===== config.mk =====
export PLATFORM = sky130hd
export DESIGN_NAME = sdram_frame_arbiter
export DESIGN_NICKNAME = d
export VERILOG_FILES = /design/src/rtl/sdram_pkg.sv /design/src/rtl/frame_page_ptr.sv /design/src/rtl/sdram_frame_arbiter.sv
export SDC_FILE = /design/constraint.sdc
export NUM_CORES = 1
export LEC_CHECK = 0
export ABC_AREA = 0
export CAP_MARGIN = 20
export CORE_AREA = 2 2 96 98
export DETAILED_ROUTE_END_ITERATION = 10
export DIE_AREA = 0 0 98 100
export GPL_TIMING_DRIVEN = 0
export PLACE_DENSITY_LB_ADDON = 0.05
export RECOVER_POWER = 50
export SLEW_MARGIN = 20
export SYNTH_ARGS = -nofsm -noshare
export SYNTH_HDL_FRONTEND = slang
export SYNTH_HIERARCHICAL = 1
export SYNTH_SLANG_ARGS = --single-unit

===== constraint.sdc =====
create_clock -name i_clk -period 2.3 [get_ports i_clk]
set_input_delay 0.69 -clock i_clk [delete_from_list [all_inputs] [get_ports i_clk]]
set_output_delay 0.69 -clock i_clk [all_outputs]
set_load 0.02 [all_outputs]

===== src/rtl/sdram_pkg.sv =====
// Shared constants and encodings for the SDRAM frame arbiter.
// Sizes follow a 640x480x16b frame split into 512-word pages.
package sdram_pkg;

  localparam int PAGE_WORDS  = 512;
  localparam int FRAME_PAGES = 600;
  localparam int MAX_RD_RUN  = 4;
  localparam int TIMEOUT     = 4096;
  localparam int LVL_W       = 11;
  localparam int ADDR_W      = 15;

  typedef enum logic [1:0] {
    ST_IDLE,
    ST_ISSUE,
    ST_XFER,
    ST_DONE
  } state_e;

  typedef enum logic {
    DIR_WR = 1'b0,
    DIR_RD = 1'b1
  } dir_e;

endpackage


===== src/rtl/frame_page_ptr.sv =====
// Wrapping page pointer with an immediate zero and a deferred
// zero that takes effect when the in-flight burst completes.
module frame_page_ptr #(
  parameter int PAGES = sdram_pkg::FRAME_PAGES,
  parameter int PW    = $clog2(PAGES)
) (
  input  logic          i_clk,
  input  logic          i_rstn,
  input  logic          i_zero,
  input  logic          i_pend_set,
  input  logic          i_adv,
  input  logic          i_abort,
  output logic [PW-1:0] o_ptr
);

  logic [PW-1:0] ptr_q, ptr_d;
  logic          pend_q, pend_d;
  logic          pend_any;

  always_comb begin
    pend_any = pend_q | i_pend_set;
    ptr_d    = ptr_q;
    pend_d   = pend_any;
    if (i_zero) begin
      ptr_d = '0;
    end
    // A frame start seen during the burst wins over the advance
    if (i_adv) begin
      pend_d = 1'b0;
      if (pend_any || ptr_q == PW'(PAGES - 1)) begin
        ptr_d = '0;
      end else begin
        ptr_d = ptr_q + 1'b1;
      end
    end
    if (i_abort) begin
      pend_d = 1'b0;
      if (pend_any) begin
        ptr_d = '0;
      end
    end
  end

  always_ff @(posedge i_clk) begin
    if (!i_rstn) begin
      ptr_q  <= '0;
      pend_q <= 1'b0;
    end else begin
      ptr_q  <= ptr_d;
      pend_q <= pend_d;
    end
  end

  assign o_ptr = ptr_q;

endmodule


===== src/rtl/sdram_frame_arbiter.sv =====
// Arbitrates single-page SDRAM bursts between camera writes and
// display reads, and streams burst data to/from the FIFOs.
module sdram_frame_arbiter #(
  parameter int PAGE_WORDS  = sdram_pkg::PAGE_WORDS,
  parameter int FRAME_PAGES = sdram_pkg::FRAME_PAGES,
  parameter int MAX_RD_RUN  = sdram_pkg::MAX_RD_RUN,
  parameter int TIMEOUT     = sdram_pkg::TIMEOUT,
  parameter int LVL_W       = sdram_pkg::LVL_W
) (
  input  logic             i_clk,
  input  logic             i_rstn,
  input  logic             i_wr_frame_start,
  input  logic             i_rd_frame_start,
  input  logic [LVL_W-1:0] i_wr_fifo_level,
  input  logic [15:0]      i_wr_fifo_data,
  output logic             o_wr_fifo_pop,
  input  logic [LVL_W-1:0] i_rd_fifo_free,
  output logic             o_rd_fifo_push,
  output logic [15:0]      o_rd_fifo_data,
  input  logic             i_sd_ready,
  output logic             o_sd_en,
  output logic             o_sd_rw,
  output logic [14:0]      o_sd_addr,
  output logic [15:0]      o_sd_datain,
  input  logic [15:0]      i_sd_dataout,
  input  logic             i_sd_dataval,
  input  logic             i_sd_is_writing,
  output logic             o_busy,
  output logic             o_err
);

  import sdram_pkg::*;

  localparam int PW = $clog2(FRAME_PAGES);
  localparam int RW = $clog2(MAX_RD_RUN + 1);
  localparam int TW = $clog2(TIMEOUT + 1);

  state_e      state_q, state_d;
  dir_e        dir_q, dir_d;
  logic [RW-1:0] run_q, run_d;
  logic [TW-1:0] tmo_q, tmo_d;
  logic [14:0] addr_q, addr_d;
  logic        err_q, err_d;

  logic [PW-1:0] wr_ptr, rd_ptr;
  logic [PW-1:0] wr_base, rd_base;
  logic        wr_ok, rd_ok, rd_pick;
  logic        is_rd, strobe, busy, xfer_ph;
  logic        wr_fly, rd_fly;
  logic        done, abort;

  assign wr_ok   = i_wr_fifo_level >= LVL_W'(PAGE_WORDS);
  assign rd_ok   = i_rd_fifo_free >= LVL_W'(PAGE_WORDS);
  assign rd_pick = rd_ok && !(wr_ok && run_q == RW'(MAX_RD_RUN));

  assign is_rd   = (dir_q == DIR_RD);
  assign strobe  = is_rd ? i_sd_dataval : i_sd_is_writing;
  assign busy    = (state_q != ST_IDLE);
  assign xfer_ph = (state_q == ST_ISSUE) || (state_q == ST_XFER);
  assign wr_fly  = busy && !is_rd;
  assign rd_fly  = busy && is_rd;

  // A frame start on the granting cycle already selects page 0
  assign wr_base = i_wr_frame_start ? '0 : wr_ptr;
  assign rd_base = i_rd_frame_start ? '0 : rd_ptr;

  always_comb begin
    state_d = state_q;
    dir_d   = dir_q;
    run_d   = run_q;
    tmo_d   = tmo_q;
    addr_d  = addr_q;
    err_d   = err_q;
    done    = 1'b0;
    abort   = 1'b0;
    unique case (state_q)
      ST_IDLE: begin
        tmo_d = '0;
        if (i_sd_ready && (rd_ok || wr_ok)) begin
          state_d = ST_ISSUE;
          if (rd_pick) begin
            dir_d  = DIR_RD;
            run_d  = wr_ok ? run_q + 1'b1 : '0;
            addr_d = 15'(rd_base);
          end else begin
            dir_d  = DIR_WR;
            run_d  = '0;
            addr_d = 15'(wr_base);
          end
        end
      end
      ST_ISSUE: begin
        if (strobe) begin
          state_d = ST_XFER;
        end else if (tmo_q == TW'(TIMEOUT - 1)) begin
          state_d = ST_IDLE;
          err_d   = 1'b1;
          abort   = 1'b1;
        end else begin
          tmo_d = tmo_q + 1'b1;
        end
      end
      ST_XFER: begin
        if (!strobe) begin
          state_d = ST_DONE;
        end
      end
      ST_DONE: begin
        state_d = ST_IDLE;
        done    = 1'b1;
      end
      default: state_d = ST_IDLE;
    endcase
  end

  always_ff @(posedge i_clk) begin
    if (!i_rstn) begin
      state_q <= ST_IDLE;
      dir_q   <= DIR_WR;
      run_q   <= '0;
      tmo_q   <= '0;
      addr_q  <= '0;
      err_q   <= 1'b0;
    end else begin
      state_q <= state_d;
      dir_q   <= dir_d;
      run_q   <= run_d;
      tmo_q   <= tmo_d;
      addr_q  <= addr_d;
      err_q   <= err_d;
    end
  end

  frame_page_ptr #(
    .PAGES (FRAME_PAGES),
    .PW    (PW)
  ) u_wr_ptr (
    .i_clk      (i_clk),
    .i_rstn     (i_rstn),
    .i_zero     (i_wr_frame_start && !wr_fly),
    .i_pend_set (i_wr_frame_start && wr_fly),
    .i_adv      (done && !is_rd),
    .i_abort    (abort && !is_rd),
    .o_ptr      (wr_ptr)
  );

  frame_page_ptr #(
    .PAGES (FRAME_PAGES),
    .PW    (PW)
  ) u_rd_ptr (
    .i_clk      (i_clk),
    .i_rstn     (i_rstn),
    .i_zero     (i_rd_frame_start && !rd_fly),
    .i_pend_set (i_rd_frame_start && rd_fly),
    .i_adv      (done && is_rd),
    .i_abort    (abort && is_rd),
    .o_ptr      (rd_ptr)
  );

  // Request drops on the first beat so the controller sees one burst
  assign o_sd_en        = (state_q == ST_ISSUE) && !strobe;
  assign o_sd_rw        = dir_q;
  assign o_sd_addr      = addr_q;
  assign o_rd_fifo_push = xfer_ph && is_rd && i_sd_dataval;
  assign o_rd_fifo_data = o_rd_fifo_push ? i_sd_dataout : '0;
  assign o_wr_fifo_pop  = xfer_ph && !is_rd && i_sd_is_writing;
  assign o_sd_datain    = (xfer_ph && !is_rd) ? i_wr_fifo_data : '0;
  assign o_busy         = busy;
  assign o_err          = err_q;

endmodule


==> metrics.cfg, run 1 <==
[run_status]
run_status=finished with violations
violations=negative setup slack

[floorplanning]
die_y_microns=100
fp-row-count=35
start_util_pct=38.4
core_area_sq_um=8890
die_width_microns=98
dieArea_sq_um=9800
ios=114

[synthesis]
yosysTopAreaCell=dfxtp_1
synth_cell_types=61
synth_edf_count=0
synth_most_common_cell=dfxtp_1
syn_area_per_cell_sq_um=8.52
synth_seq_area_share_pct=30.5
ys.flop_type=dfxtp_1
synth_common_cells=dfxtp_1, and2_1, nor2_1, nand2_1, nand3b_1
async_flop_share_pct=0
synth_area_sq_um=3410
syn_inst=400
yosys_warnings=6
synth_area_leaders=dfxtp_1, and2_1, nand3b_1, mux2i_1, ha_1
synth.top_cell.area_share_pct=30.5
ys_ff_latch=52

[place]
dpl.hpwl_microns=7580
io_buffers=90
placed_area_sq_um=4470
routabilityCongestion=0.786

[timing]
maxSlewHeadroom_pct=65.5
fmax_ghz=0.429
drv_slew=0
worst_slew_pin_slew_ns=0.511
fin_crit_ns=2.33
final.setup_skew_ns=0.00671
setup_ws_ns=-0.0296
hold_viol_final=0
min_period_over_period_pct=101
setup_viol=14
rsz0062_at_grt=yes

[worst_setup_path]
timing.rr.start=state_q[0]
cp.required_ns=1.61
timing.rr.end=u_rd_ptr/o_ptr[9]
crit_path_end_kind=output pin
critPathMaxFanout=7
rr_worst_depth=9
arrival_ns=1.64
r2r_slack_ns=0.02
worstSetupPathType=reg -> out
critPathLaunchType=flop

[finish]
regArea_sq_um=1050
drive_above_1_share_pct=30.8
syn2layout_area_growth_pct=44.5
multi_input_area_sq_um=2310
fillerInstances=853
final_area_sq_um=4930
nets=596
antennaDiodeCount=0

[routing]
wl_met2_microns=5680
num_vias=3448
wl_met1_microns=4430
drtPass1Iterations=5
dr_wl_met3_microns=306
drt-initial-drc-count=80
vias_per_cell=5.41
routed.top_layer=met4
wirelength_microns=10500
wl_per_cell_microns=16.4
ant_nets=0
route.detailed.drc=0

[grt]
grt_pass1_wl_microns=16300
grt_max_degree=17
grt_overflow=0
grt_usage_pct=20.2
antenna_found_initial=0
grt_pass1_vias=3254

[power]
powerDensity_nw_per_um2=595
peakVddDrop_uv=360
p_leak_nw=1.90
p_total_mw=2.93

[worst_hold_path]
whs_endpoint=o_err
holdPathStages=1
min-delay-start=o_err
min_path_type=reg -> reg

[cts]
cts_sinks=52
h-tree-depth=2
clk_pin_slew_ns=0.11
cts_buffer_depth=2
ctsHoldBuffers=0
numCtsBuffers=5
cts_tree=yes
clk_latency_ns=0.31
clockRootBuffer=clkbuf_8

[job]
max_cap_viol_count=0

==> per-layer routing <==
layer / vias to the layer above / GRT usage, %
li1: 1723 / -
met1: 1658 / 24.8
met2: 61 / 37.6
met3: 6 / 3.27
met4: 0 / 3.53
met5: - / 0
==> layout by cell type (no fill, tap or decap), types with 4 or more instances in the layout <==
cell type and n:
dfxtp_1 47, buf_4 38, clkdlybuf4s50_1 37, nand2_1 30
nor2_1 30, buf_6 26, nand3b_1 23, nand3_1 21
and2_4 20, and2_1 17, a311oi_1 13, dlygate4sd3_1 13
mux2i_1 12, clkbuf_8 9, nand4_1 9, o21ai_0 9
buf_2 9, clkbuf_2 8, or3_1 8, a21oi_1 6
ha_1 6, a31oi_1 6, a211oi_1 5, and4_1 5
or4_1 5, conb_1 5, inv_1 4, buf_8 4
and3_1 4, o31ai_1 4, and4_2 4, o21ai_1 4
nand4b_1 4
==> where the power goes <==
group          internal [mW]  total, mW  leakage (nW)  switching (mW)
Clock                  0.248      0.583        0.0516           0.335
Sequential             0.963       1.01         0.424          0.0430
Combinational          0.630       1.34          1.42           0.714
==> state kept, by name, summed over array words and instances, names as in the netlist, named ones only <==
register,count
tmo_q,13
o_sd_rw,1
run_q,3
o_sd_addr,10
o_err,1
u_wr_ptr/o_ptr,10
u_wr_ptr/pend_q,1
u_rd_ptr/pend_q,1
state_q,1
u_rd_ptr/o_ptr,10
==> logic make-up (layout without fill, tap and decap cells) <==
group | count (synthesis) | count (layout) | share of synthesized area (%)
muxes | 14 | 14 | 4.15
other | 1 | 5 | 0.110
and+or+nand+nor | 212 | 213 | 37.2
adders and majority gates | 10 | 10 | 3.67
buffers and inverters | 38 | 159 | 7.12
AOI/OAI and AO/OA | 73 | 73 | 17.2
DFF | 52 | 52 | 30.5
==> timing repair <==
action | CTS | global route
setup endpoints to repair | 76 | 54
resized for setup | 233 | 41
gates cloned | 2 | 1
pin swaps | 20 | 11
setup buffers | 14 | 10
==> critical path, stage by stage, from the launching register on <==
cell,delay (ns)
dfxtp_2,0.37
inv_4,0.05
ha_4,0.27
nor2b_4,0.22
clkbuf_8,0.18
and2_4,0.13
buf_6,0.11
==> worst max path at each step <==
stage / from / to / depth (start not counted)
2_1_floorplan: i_wr_frame_start / u_wr_ptr/o_ptr[7] / 7
3_3_place_gp: i_sd_dataval / o_rd_fifo_data[8] / 6
3_5_place_dp: i_sd_dataval / o_rd_fifo_data[10] / 6
4_1_cts: state_q[0] / o_rd_fifo_data[10] / 6
5_1_grt: flop / o_sd_datain[12] / 6
6_report: flop / o_sd_datain[10] / 6
==> metrics by stage <==
step / worst slack [ns] / setup TNS, ns / utilization [%] / hold WS [ns] / std cells
2_1_floorplan: 0.00628 / 0 / - / 0.443 / 404
5_1_grt: -0.103 / -2.81 / 55.4 / 0.499 / 637
6_report: -0.0296 / -0.266 / 55.4 / 0.473 / 637
4_1_cts: -0.0213 / -0.278 / 54.1 / 0.484 / 626
3_5_place_dp: -0.977 / -50.79 / 50.3 / 0.460 / 605
3_3_place_gp: -0.925 / -49.92 / 50.3 / 0.453 / 605
==> area by class of cell <==
type	count	area share (%)
Sequential cell	52	21.4
Buffer	27	4.88
Clock inverter	2	0.279
Clock buffer	6	1.68
Multi-Input combinational cell	315	46.8
Tap cell	111	2.82
Inverter	8	0.711
Timing Repair Buffer	116	21.5
(Power assumes the default switching activity.)
==> run 2, diff against run 1 <==
GPL_TIMING_DRIVEN = unset   (was 0)
==> metrics.cfg, run 2 (synthesized netlist as in run 1, its figures left out) <==
[worst_setup_path]
cp_slowest_cell=dlygate4sd2_1  ; was dfxtp_2
cp_common_cell=buf_6
worstSetupPathType=in -> out  ; was reg -> out
critPathMaxFanout=3  ; was 7
cp.required_ns=1.61  ; about the same
crit_path_end_kind=output pin  ; unchanged
slowest_delay_ns=0.25  ; was 0.37 ns
r2r_slack_ns=0.10  ; was 0.02 ns
worstPathCellList=dlygate4sd2_1 -> mux2i_1 -> nand2_1 -> buf_6 -> inv_4 -> buf_6  ; was inv_4 -> ha_4 -> nor2b_4 -> clkbuf_8 -> and2_4 -> buf_6
rr_worst_depth=8  ; was 9
timing.rr.end=u_rd_ptr/o_ptr[9]  ; unchanged
arrival_ns=1.58  ; was 1.64 ns
critPathLaunchType=primary input  ; was flop

[timing]
final.setup_skew_ns=0.00808  ; was 0.00671 ns
fmax_ghz=0.440  ; was 0.429 GHz
fin_crit_ns=2.27  ; was 2.33 ns
setup_viol=0  ; was 14
rsz0062_at_grt=yes  ; unchanged
hold_ws_ns=0.479  ; was 0.473 ns
setup_ws_ns=0.0278  ; was -0.0296 ns
worst_slew_pin_slew_ns=0.514  ; was 0.511 ns
drv_slew=0  ; unchanged
maxSlewHeadroom_pct=65.5  ; about the same
min_period_over_period_pct=98.8  ; was 101%
hold_viol_final=0  ; unchanged

[cts]
clk_latency_ns=0.31  ; about the same
clk_pin_slew_ns=0.10  ; was 0.11 ns
numCtsBuffers=5  ; unchanged
cts_sinks=52  ; unchanged
cts_tree=yes  ; unchanged
clockRootBuffer=clkbuf_8  ; unchanged
h-tree-depth=2  ; unchanged
cts_buffer_depth=2  ; unchanged
ctsHoldBuffers=0  ; unchanged

[routing]
vias_per_cell=5.35  ; was 5.41
ant_nets=0  ; unchanged
drtPass1Iterations=5  ; unchanged
route.detailed.drc=0  ; unchanged
wl_per_cell_microns=15.7  ; was 16.4 microns
drt-initial-drc-count=76  ; was 80
num_vias=3395  ; was 3448
wirelength_microns=9990  ; was 10500 microns

[floorplanning]
dieArea_sq_um=9800  ; unchanged
fp-row-count=35  ; unchanged
die_width_microns=98  ; unchanged
start_util_pct=38.4  ; unchanged
core_area_sq_um=8890  ; unchanged
die_y_microns=100  ; unchanged
ios=114  ; unchanged

[finish]
nets=593  ; was 596
antennaDiodeCount=0  ; unchanged
layout.cells.most_common=clkdlybuf4s50_1  ; was dfxtp_1
largest_register_ffs=13  ; unchanged
syn2layout_area_growth_pct=44.3  ; was 44.5%
final_cell_count_no_fill=634  ; was 637
final_cell_mix=clkdlybuf4s50_1, dfxtp_1, buf_4, nor2_1, buf_6  ; was dfxtp_1, buf_4, clkdlybuf4s50_1, nand2_1, nor2_1
fillerInstances=825  ; was 853
top_register=tmo_q  ; unchanged
drive_above_1_share_pct=30.4  ; was 30.8%

[run_status]
run_status=finished, final reports clean  ; was finished with violations

[grt]
grt_pass1_vias=3116  ; was 3254
grt_overflow=0  ; unchanged
grt_max_degree=21  ; was 17
grt_pass1_wl_microns=15400  ; was 16300 microns
antenna_found_initial=0  ; unchanged
grt_usage_pct=19.1  ; was 20.2%

[power]
p_total_mw=3.05  ; was 2.93 mW
p_leak_nw=1.86  ; was 1.90 nW
peakVddDrop_uv=365  ; was 360 uV
powerDensity_nw_per_um2=619  ; was 595 nW/um^2

[place]
post-place-ws_ns=-0.659  ; was -0.977 ns
dp.cells=619  ; was 605
dpl.hpwl_microns=7340  ; was 7580 microns
routabilityCongestion=0.849  ; was 0.786
io_buffers=90  ; unchanged

[job]
max_cap_viol_count=0  ; unchanged

[worst_hold_path]
min-delay-start=tmo_q[11]  ; was o_err
whs_endpoint=tmo_q[11]  ; was o_err
holdPathStages=2  ; was 1
min_path_type=reg -> reg  ; unchanged

[run 2: cell types whose count changed in the layout (fill, tap and decap cells not counted), sizes merged]
| cell | before | now |
|---|---|---|
| and3 | 7 | 8 |
| dlymetal6s2s | 0 | 1 |
| clkbuf | 20 | 7 |
| and2 | 39 | 40 |
| inv | 9 | 8 |
| dlygate4sd3 | 13 | 0 |
| clkdlybuf4s50 | 37 | 51 |
| buf | 77 | 83 |
| bufinv | 0 | 1 |
[run 2: worst max-delay path, delay by kind of cell]
family / cells / cell delay (ns)
mux: 1 / 0.22
simple gates: 1 / 0.13
buf+inv: 4 / 0.53
[run 2: worst max path at each step]
stage                           from  slack [ns]                end
global placement        i_sd_dataval       -0.63  o_rd_fifo_data[3]
detailed placement      i_sd_dataval       -0.66  o_rd_fifo_data[3]
finish               i_sd_is_writing        0.03            o_sd_en
floorplan           i_wr_frame_start       0.006  u_wr_ptr/o_ptr[7]
CTS                             flop       -0.02  o_rd_fifo_data[5]
global route         i_sd_is_writing       -0.05  u_wr_ptr/o_ptr[6]
[run 2: cell type report]
class | instances | area (sq um) | share of cell area (%)
clock buffer | 6 | 72.6 | 1.48
inverter | 8 | 32.5 | 0.661
tap | 111 | 139 | 2.82
clock inverter | 2 | 35.0 | 0.712
timing repair buffer | 138 | 1300 | 26.4
sequential | 52 | 1040 | 21.2
multi-input combinational | 317 | 2290 | 46.6
[run 2: per-layer routing]
metal / share of wire, % / track usage (%) / up-vias
met2: 52 / 34.2 / 45
met5: 0 / 0 / -
met1: 44 / 24.2 / 1613
li1: - / - / 1729
met3: 2.3 / 3.34 / 8
met4: 0.88 / 4.17 / 0
[run 2: power breakdown]
group | switching (mW) | internal, mW
combinational | 0.708 | 0.698
sequential | 0.0446 | 0.959
clock | 0.314 | 0.324
[run 2: through the flow]
stage / util [%] / area [sq um] / TNS (ns)
after floorplan: - / 3430 / 0
after detailed placement: 52.0 / 4620 / -25.68
after global placement: 52.0 / 4620 / -24.24
final: 55.3 / 4920 / 0
after global routing: 55.3 / 4920 / -0.614
after CTS: 52.3 / 4650 / -0.187
[run 2: timing repair]
| item | 4_1_cts | 5_1_grt |
|---|---|---|
| setup buffers | 2 | 1 |
| resized for setup | 175 | 90 |
| gates cloned | 1 | 4 |
| setup endpoints to repair | 56 | 49 |
| pin swaps | 3 | 17 |
